--- config.mk ---
export PLATFORM = sky130hd
export DESIGN_NAME = xbus_tag_receiver
export DESIGN_NICKNAME = d
export VERILOG_FILES = /design/src/rtl/xbus_tag_receiver_pkg.sv /design/src/rtl/xbus_tag_receiver_rx_fifo.sv /design/src/rtl/xbus_tag_receiver.sv
export SDC_FILE = /design/constraint.sdc
export NUM_CORES = 1
export LEC_CHECK = 0
export CORE_MARGIN = 2
export CORE_UTILIZATION = 50
export CTS_BUF_LIST = sky130_fd_sc_hd__clkbuf_8
export CTS_CLUSTER_DIAMETER = 50
export CTS_CLUSTER_SIZE = 12
export DETAILED_ROUTE_END_ITERATION = 12
export DONT_BUFFER_PORTS = 1
export SLEW_MARGIN = 40
export SYNTH_ARGS = -nofsm -noshare
export SYNTH_HDL_FRONTEND = slang
export SYNTH_SLANG_ARGS = --single-unit
--- constraint.sdc ---
create_clock -name clk -period 9.3 [get_ports clk]
set_input_delay 2.79 -clock clk [delete_from_list [all_inputs] [get_ports clk]]
set_output_delay 2.79 -clock clk [all_outputs]
set_load 0.01 [all_outputs]
--- src/rtl/xbus_tag_receiver_pkg.sv ---
// Shared types and constants for the X-bus tag receiver at the PE-column end of the bus.
package xbus_tag_receiver_pkg;

    localparam int DATA_WIDTH_DEF = 16;
    localparam int NUM_COL_DEF    = 4;
    localparam int FIFO_DEPTH_DEF = 4;

    // Tag/ID width: enough bits to encode every column plus one extra,
    // so the wrap value (kernel_size) can appear on the bus.
    function automatic int tag_width(input int num_col);
        return $clog2(num_col) + 1;
    endfunction

    // Receive FSM encodings, kept as plain constants for older code that
    // compares the raw state value.
    localparam logic [1:0] ST_IDLE   = 2'd0;
    localparam logic [1:0] ST_ACTIVE = 2'd1;
    localparam logic [1:0] ST_DRAIN  = 2'd2;

    typedef enum logic [1:0] {
        IDLE   = ST_IDLE,
        ACTIVE = ST_ACTIVE,
        DRAIN  = ST_DRAIN
    } rx_state_t;

    // One captured bus beat at the default data width.
    typedef struct packed {
        logic [DATA_WIDTH_DEF-1:0]   ifmap;
        logic [DATA_WIDTH_DEF-1:0]   fltr;
        logic [2*DATA_WIDTH_DEF-1:0] psum;
    } xbus_word_t;

endpackage

--- src/rtl/xbus_tag_receiver_rx_fifo.sv ---
// Small synchronous capture FIFO. The head entry is visible on o_head as
// soon as it is written (no extra read stage), and reads as zero while empty.
module xbus_tag_receiver_rx_fifo
    import xbus_tag_receiver_pkg::*;
#(
    parameter type word_t = xbus_word_t,
    parameter int  DEPTH  = FIFO_DEPTH_DEF
) (
    input  logic  clk,
    input  logic  rstn,
    input  logic  i_push,
    input  word_t i_data,
    input  logic  i_pop,
    output logic  o_full,
    output logic  o_empty,
    output word_t o_head
);

    localparam int AW = $clog2(DEPTH);

    word_t          r_mem [DEPTH];
    logic [AW:0]    r_wr_ptr;
    logic [AW:0]    r_rd_ptr;
    logic           w_do_push;
    logic           w_do_pop;

    // Extra pointer MSB distinguishes full from empty when the indices match.
    assign o_empty   = (r_wr_ptr == r_rd_ptr);
    assign o_full    = (r_wr_ptr[AW] != r_rd_ptr[AW]) &&
                       (r_wr_ptr[AW-1:0] == r_rd_ptr[AW-1:0]);
    assign w_do_pop  = i_pop && !o_empty;
    // A pop in the same cycle frees the slot, so a full FIFO can still accept.
    assign w_do_push = i_push && (!o_full || w_do_pop);
    assign o_head    = o_empty ? '0 : r_mem[r_rd_ptr[AW-1:0]];

    // Storage write; contents need no reset because empty masks the head.
    always_ff @(posedge clk) begin
        if (w_do_push) begin
            r_mem[r_wr_ptr[AW-1:0]] <= i_data;
        end
    end

    // Read/write pointers, wrapping naturally modulo 2*DEPTH.
    always_ff @(posedge clk or negedge rstn) begin
        if (!rstn) begin
            r_wr_ptr <= '0;
            r_rd_ptr <= '0;
        end else begin
            if (w_do_push) r_wr_ptr <= r_wr_ptr + 1'b1;
            if (w_do_pop)  r_rd_ptr <= r_rd_ptr + 1'b1;
        end
    end

endmodule

--- src/rtl/xbus_tag_receiver.sv ---
// PE-column receiver on the X-bus: during a flush window captures the bus
// beats whose tag equals this column's ID, queues them, hands them to the PE
// over valid/ready and pulses window_done once the window closed and drained.
module xbus_tag_receiver
    import xbus_tag_receiver_pkg::*;
#(
    parameter  int DATA_WIDTH = DATA_WIDTH_DEF,
    parameter  int NUM_COL    = NUM_COL_DEF,
    parameter  int FIFO_DEPTH = FIFO_DEPTH_DEF,
    localparam int TAG_W      = tag_width(NUM_COL)
) (
    input  logic                    clk,
    input  logic                    rstn,
    input  logic [TAG_W-1:0]        i_x_id,
    input  logic                    i_flush,
    input  logic [7:0]              i_kernel_size,
    input  logic [TAG_W-1:0]        i_x_tag,
    input  logic [DATA_WIDTH-1:0]   i_ifmap_g2b,
    input  logic [DATA_WIDTH-1:0]   i_fltr_g2b,
    input  logic [2*DATA_WIDTH-1:0] i_psum_g2b,
    output logic                    o_pe_valid,
    input  logic                    i_pe_ready,
    output logic [DATA_WIDTH-1:0]   o_pe_ifmap,
    output logic [DATA_WIDTH-1:0]   o_pe_fltr,
    output logic [2*DATA_WIDTH-1:0] o_pe_psum,
    output logic [7:0]              o_rx_count,
    output logic                    o_overflow,
    output logic                    o_window_done
);

    typedef struct packed {
        logic [DATA_WIDTH-1:0]   ifmap;
        logic [DATA_WIDTH-1:0]   fltr;
        logic [2*DATA_WIDTH-1:0] psum;
    } word_t;

    rx_state_t  r_state;
    logic [7:0] r_rx_count;
    logic       r_overflow;
    logic       r_window_done;

    logic [7:0] w_tag_ext;
    logic       w_tag_in_range;
    logic       w_exit;
    logic       w_push_req;
    logic       w_push_ok;
    logic       w_pop;
    logic       w_full;
    logic       w_empty;
    word_t      w_bus_word;
    word_t      w_head;

    assign w_tag_ext      = 8'(i_x_tag);
    assign w_tag_in_range = (w_tag_ext < i_kernel_size);
    // Window ends when flush drops or the tag sequence wraps; an empty
    // kernel has no valid tags at all, so it closes on the first cycle.
    assign w_exit         = !i_flush || (w_tag_ext == i_kernel_size) ||
                            (i_kernel_size == 8'd0);
    // A match already implies !w_exit, so the exit-cycle beat is never taken.
    assign w_push_req     = (r_state == ACTIVE) && i_flush &&
                            (i_x_tag == i_x_id) && w_tag_in_range;
    assign w_pop          = o_pe_valid && i_pe_ready;
    assign w_push_ok      = w_push_req && (!w_full || w_pop);

    assign w_bus_word.ifmap = i_ifmap_g2b;
    assign w_bus_word.fltr  = i_fltr_g2b;
    assign w_bus_word.psum  = i_psum_g2b;

    xbus_tag_receiver_rx_fifo #(
        .word_t (word_t),
        .DEPTH  (FIFO_DEPTH)
    ) u_rx_fifo (
        .clk     (clk),
        .rstn    (rstn),
        .i_push  (w_push_req),
        .i_data  (w_bus_word),
        .i_pop   (i_pe_ready),
        .o_full  (w_full),
        .o_empty (w_empty),
        .o_head  (w_head)
    );

    assign o_pe_valid    = !w_empty;
    assign o_pe_ifmap    = w_head.ifmap;
    assign o_pe_fltr     = w_head.fltr;
    assign o_pe_psum     = w_head.psum;
    assign o_rx_count    = r_rx_count;
    assign o_overflow    = r_overflow;
    assign o_window_done = r_window_done;

    // Window FSM: open on flush, close on flush drop/tag wrap, wait for drain.
    always_ff @(posedge clk or negedge rstn) begin
        if (!rstn) begin
            r_state <= IDLE;
        end else begin
            case (r_state)
                IDLE:    if (i_flush) r_state <= ACTIVE;
                ACTIVE:  if (w_exit)  r_state <= DRAIN;
                DRAIN:   if (w_empty) r_state <= IDLE;
                default: r_state <= IDLE;
            endcase
        end
    end

    // Per-window capture count (saturating) and sticky drop flag.
    always_ff @(posedge clk or negedge rstn) begin
        if (!rstn) begin
            r_rx_count <= 8'd0;
            r_overflow <= 1'b0;
        end else if ((r_state == IDLE) && i_flush) begin
            r_rx_count <= 8'd0;
            r_overflow <= 1'b0;
        end else begin
            if (w_push_ok && (r_rx_count != 8'hFF)) begin
                r_rx_count <= r_rx_count + 8'd1;
            end
            if (w_push_req && !w_push_ok) begin
                r_overflow <= 1'b1;
            end
        end
    end

    // One-cycle done pulse when the drain phase finds the FIFO empty.
    always_ff @(posedge clk or negedge rstn) begin
        if (!rstn) begin
            r_window_done <= 1'b0;
        end else begin
            r_window_done <= (r_state == DRAIN) && w_empty;
        end
    end

endmodule

==> report_table.html <==
<table>
<tr><th>Metric</th><th>Value</th></tr>
<tr><th colspan="2">Outcome</th></tr>
<tr><td>Result of the run</td><td>finished, final reports clean</td></tr>
<tr><th colspan="2">Place</th></tr>
<tr><td>Post-Place Cell Area</td><td>11200 sq um</td></tr>
<tr><td>Placer Congestion</td><td>0.777</td></tr>
<tr><td>Buffers on Ports</td><td>0</td></tr>
<tr><td>Final HPWL DP</td><td>between 10000 and 15000 microns</td></tr>
<tr><th colspan="2">Die</th></tr>
<tr><td>Core area</td><td>21000 sq um</td></tr>
<tr><td>Top-Level Pins</td><td>157</td></tr>
<tr><td>Vertical extent of the die</td><td>roughly 150 microns</td></tr>
<tr><td>Width of the die</td><td>between 150 and 200 microns</td></tr>
<tr><td>Overall die area</td><td>roughly 23000 sq um</td></tr>
<tr><td>Row count</td><td>53</td></tr>
<tr><td>Starting density of the core</td><td>51.1%</td></tr>
<tr><th colspan="2">Pwr</th></tr>
<tr><td>Tot Pwr</td><td>3.06 mW</td></tr>
<tr><td>Net switching power figure</td><td>about 0.96 mW</td></tr>
<tr><td>Switching part of the total</td><td>31.2%</td></tr>
<tr><td>Comb pwr share</td><td>29.2%</td></tr>
<tr><td>Static Leak</td><td>3.76 nW</td></tr>
<tr><td>Peak VDD IR</td><td>0.000158 V</td></tr>
<tr><td>Internal</td><td>between 2 and 2.5 mW</td></tr>
<tr><td>Pwr per Cell Area</td><td>261 nW/um^2</td></tr>
<tr><td>Relative contribution of sequential cells to total power</td><td>47.3%</td></tr>
<tr><td>Portion of total power attributed to the clock network</td><td>23.5%</td></tr>
<tr><th colspan="2">Route</th></tr>
<tr><td>1st-pass router iterations</td><td>4</td></tr>
<tr><td>Mean number of vias per cell</td><td>5.83</td></tr>
<tr><td>Number of nets with antenna violations after routing</td><td>0</td></tr>
<tr><td>Drt first-iter violations</td><td>312</td></tr>
<tr><td>DRC errors left</td><td>0</td></tr>
<tr><td>Drt wl/cell</td><td>22.9 microns</td></tr>
<tr><td>Total wire length after detailed routing</td><td>19000 microns</td></tr>
<tr><td>Vias</td><td>roughly 4800</td></tr>
<tr><th colspan="2">Yosys</th></tr>
<tr><td>Syn avg cell area</td><td>20.7 sq um</td></tr>
<tr><td>Number of flip-flops and latches in the synthesized netlist</td><td>274</td></tr>
<tr><td>Syn. warnings</td><td>0</td></tr>
<tr><td>Post-Synthesis Cells</td><td>519</td></tr>
<tr><td>Post-synth design cell area</td><td>roughly 11000 sq um</td></tr>
<tr><td>Largest area contributor in the synthesized netlist</td><td>sky130_fd_sc_hd__edfxtp_1</td></tr>
<tr><td>Largest cells by area after synthesis</td><td>sky130_fd_sc_hd__edfxtp_1 (72%), sky130_fd_sc_hd__mux4_2 (13%), sky130_fd_sc_hd__dfrtp_1 (4.2%)</td></tr>
<tr><td>Post-synthesis async set-or-reset flop share</td><td>6.57%</td></tr>
<tr><td>Net count of the mapped netlist</td><td>610</td></tr>
<tr><td>Share of the yosys chip area belonging to registers</td><td>75.8%</td></tr>
<tr><td>Post-synth top area share</td><td>71.6%</td></tr>
<tr><td>Most used DFF post-synth</td><td>sky130_fd_sc_hd__edfxtp_1</td></tr>
<tr><td>Number of flops mapped to enable cells by yosys</td><td>around 260</td></tr>
<tr><td>Count of distinct cell types in the synthesized netlist</td><td>44</td></tr>
<tr><th colspan="2">Clocking</th></tr>
<tr><td>Number of buffers created by CTS</td><td>29</td></tr>
<tr><td>Root Driver</td><td>sky130_fd_sc_hd__clkbuf_8</td></tr>
<tr><td>CTS H-tree lvls</td><td>1</td></tr>
<tr><td>Bufs on Longest Clock Path</td><td>3</td></tr>
<tr><td>Clock-pin transition on the worst setup and hold timing paths</td><td>80 ps</td></tr>
<tr><td># resized after CTS</td><td>0</td></tr>
<tr><td>Clock tree from TritonCTS</td><td>done</td></tr>
<tr><td>Worst-Skew Late Latency</td><td>roughly 560 ps</td></tr>
<tr><td>Total of hold buffers inserted after clock tree synthesis</td><td>0</td></tr>
<tr><td>Post CTS Setup Buffer Count</td><td>0</td></tr>
<tr><td>Number of sinks on the clock net</td><td>274</td></tr>
<tr><th colspan="2">Timing</th></tr>
<tr><td>Minimum period implied by the final worst setup slack</td><td>5540 ps</td></tr>
<tr><td>Worst slew slack as a fraction of its limit</td><td>54.6%</td></tr>
<tr><td>Slew at the pin closest to its max-slew limit</td><td>681 ps</td></tr>
<tr><td>Fin Clk Skew</td><td>14.2 ps</td></tr>
<tr><td>Number of slew-limit violations in the final report</td><td>0</td></tr>
<tr><td>Part of the cycle the worst path needs</td><td>59.6%</td></tr>
<tr><td>Final Hold Vio Count</td><td>0</td></tr>
<tr><td>Highest clock frequency the design can meet</td><td>181 MHz</td></tr>
<tr><td>Final setup violation count</td><td>0</td></tr>
<tr><td>Unrepaired setup endpoints after global routing</td><td>no</td></tr>
<tr><td>Fin Setup TNS</td><td>0 ps</td></tr>
<tr><th colspan="2">Critical path</th></tr>
<tr><td>Endpoint class of the critical path</td><td>primary output</td></tr>
<tr><td>Worst R2R End</td><td>u_rx_fifo.r_mem[1][34]</td></tr>
<tr><td>Capture point of the critical path</td><td>o_pe_psum[14]</td></tr>
<tr><td>Type of the setup path with the least slack</td><td>reg -&gt; out</td></tr>
<tr><td>Launch point of the worst reg-to-reg path</td><td>u_rx_fifo.r_rd_ptr[0]</td></tr>
<tr><td>Crit path arrival time</td><td>approximately 2800 ps</td></tr>
<tr><td>Depth of the most critical reg-to-reg path</td><td>7</td></tr>
<tr><td>Start point of the critical path</td><td>u_rx_fifo.r_rd_ptr[0]</td></tr>
<tr><td>Largest driver fanout on the critical path</td><td>45</td></tr>
<tr><td>Register-to-register setup slack</td><td>6520 ps</td></tr>
<tr><td>Startpoint types</td><td>flop</td></tr>
<tr><td>Required arrival time at the worst endpoint</td><td>about 6500 ps</td></tr>
<tr><th colspan="2">Global routing</th></tr>
<tr><td>GRT overflow</td><td>0</td></tr>
<tr><td>GR Util All Layers</td><td>17.3%</td></tr>
<tr><td>Pin count of the biggest net entering global routing</td><td>46</td></tr>
<tr><td>Antenna violations before repair</td><td>0</td></tr>
<tr><td>Via count of the first global-routing pass</td><td>5202</td></tr>
<tr><td>First-pass GRT wire length</td><td>around 29000 microns</td></tr>
<tr><th colspan="2">Layout</th></tr>
<tr><td>Fill cell count</td><td>between 1500 and 2000</td></tr>
<tr><td>Number of antenna cells inserted</td><td>0</td></tr>
<tr><td>Storage cell area</td><td>a little over 8000 sq um</td></tr>
<tr><td>Area delta synth-&gt;final</td><td>9.33%</td></tr>
<tr><td>Area of the multi-input gates</td><td>between 2000 and 2500 sq um</td></tr>
<tr><td>Fraction of layout cells with a size suffix above 1</td><td>a little under a quarter</td></tr>
<tr><td>Net total in the final layout</td><td>631</td></tr>
<tr><td>Non-Filler Cell Area, Final</td><td>11700 sq um</td></tr>
<tr><th colspan="2">Run</th></tr>
<tr><td>Max-cap check violation count</td><td>0</td></tr>
<tr><th colspan="2">Hold path</th></tr>
<tr><td>Source of the worst hold timing path</td><td>u_rx_fifo.r_wr_ptr[2]</td></tr>
<tr><td>Hold WC Path Type</td><td>reg -&gt; reg</td></tr>
</table>
## sequential cells by signal, summed over array words and instances, names as in the netlist
name / count
o_rx_count: 8
r_state: 2
o_window_done: 1
u_rx_fifo.r_wr_ptr: 3
o_overflow: 1
u_rx_fifo.r_rd_ptr: 3
u_rx_fifo.r_mem: 256
## worst min path at each step
| stage | endpoint | cells after the start |
|---|---|---|
| 5_1_grt | u_rx_fifo.r_wr_ptr[2] | 1 |
| 2_1_floorplan | u_rx_fifo.r_wr_ptr[2] | 1 |
| 4_1_cts | u_rx_fifo.r_wr_ptr[2] | 1 |
| 3_5_place_dp | u_rx_fifo.r_wr_ptr[2] | 1 |
| 6_report | u_rx_fifo.r_wr_ptr[2] | 1 |
| 3_3_place_gp | u_rx_fifo.r_wr_ptr[2] | 1 |
## critical path: stages, from the launching register on
cell and delay, ps:
sky130_fd_sc_hd__dfrtp_4 730, sky130_fd_sc_hd__buf_6 600, sky130_fd_sc_hd__mux4_2 610, sky130_fd_sc_hd__nor2b_1 180
## routing by layer
metal  wire [microns]  track usage [%]
met1             7390             21.9
met2             9330             28.0
met3             1910             6.64
met4              412             5.14
met5                0                0
## Yosys cell counts (4+ instances only)
cell type / number
sky130_fd_sc_hd__o21ai_0: 4
sky130_fd_sc_hd__ha_1: 9
sky130_fd_sc_hd__and2_1: 4
sky130_fd_sc_hd__edfxtp_1: 256
sky130_fd_sc_hd__nor2_1: 8
sky130_fd_sc_hd__dfrtp_1: 18
sky130_fd_sc_hd__buf_1: 5
sky130_fd_sc_hd__nand3_1: 5
sky130_fd_sc_hd__xor2_1: 4
sky130_fd_sc_hd__nor2b_1: 64
sky130_fd_sc_hd__buf_2: 7
sky130_fd_sc_hd__clkbuf_1: 8
sky130_fd_sc_hd__xnor2_1: 7
sky130_fd_sc_hd__mux4_2: 64
sky130_fd_sc_hd__inv_1: 7
sky130_fd_sc_hd__nand2_1: 10
## cell type report
type,count,share of cell area [%]
Tap cell,275,2.93
Timing Repair Buffer,13,1.82
Clock buffer,31,3.64
Sequential cell,274,69.4
Inverter,7,0.224
Multi-Input combinational cell,215,21.1
Clock inverter,16,0.885
## through the flow
stage / instances / hold WS (ps) / setup slack (ps) / util [%]
after global placement: 775 / 477 / 4020 / 52.4
final: 831 / 499 / 3760 / 55.8
after CTS: 831 / 499 / 3660 / 55.8
after global routing: 831 / 512 / 3550 / 55.8
after floorplan: 519 / 462 / 3500 / -
after detailed placement: 784 / 484 / 4250 / 53.3
## cells in the final DEF, fill, tap and decap left out, drive strengths merged, types with 3 or more instances in the layout
cell / instances
clkinv: 9
nand3: 5
a21oi: 3
inv: 12
xnor2: 7
dfrtp: 18
mux4: 64
o211ai: 3
nand4: 3
edfxtp: 256
xor2: 4
o21ai: 4
nand2: 10
and2: 4
a31oi: 3
nor2: 9
buf: 13
clkbuf: 31
ha: 9
nor2b: 64
## kinds of logic after synthesis
logic type | after synthesis | share of synthesized area [%]
multiplexers | 65 | 13.5
flip-flops | 274 | 75.8
adder cells (fa/ha/maj) | 9 | 1.05
AND/OR/NAND/NOR | 106 | 5.81
buffers and inverters | 30 | 1.27
XOR/XNOR | 11 | 0.898
AO/OA/AOI/OAI | 24 | 1.61
## power groups by stage
stage	Sequential, mW	Combinational (mW)	Clock, mW
global placement	1.53	0.845	0
floorplan	1.43	0.768	0
global route	1.46	0.986	0.790
finish	1.45	0.894	0.721
CTS	1.45	0.921	0.744
detailed placement	1.48	0.916	0
(Power assumes the default switching activity.)
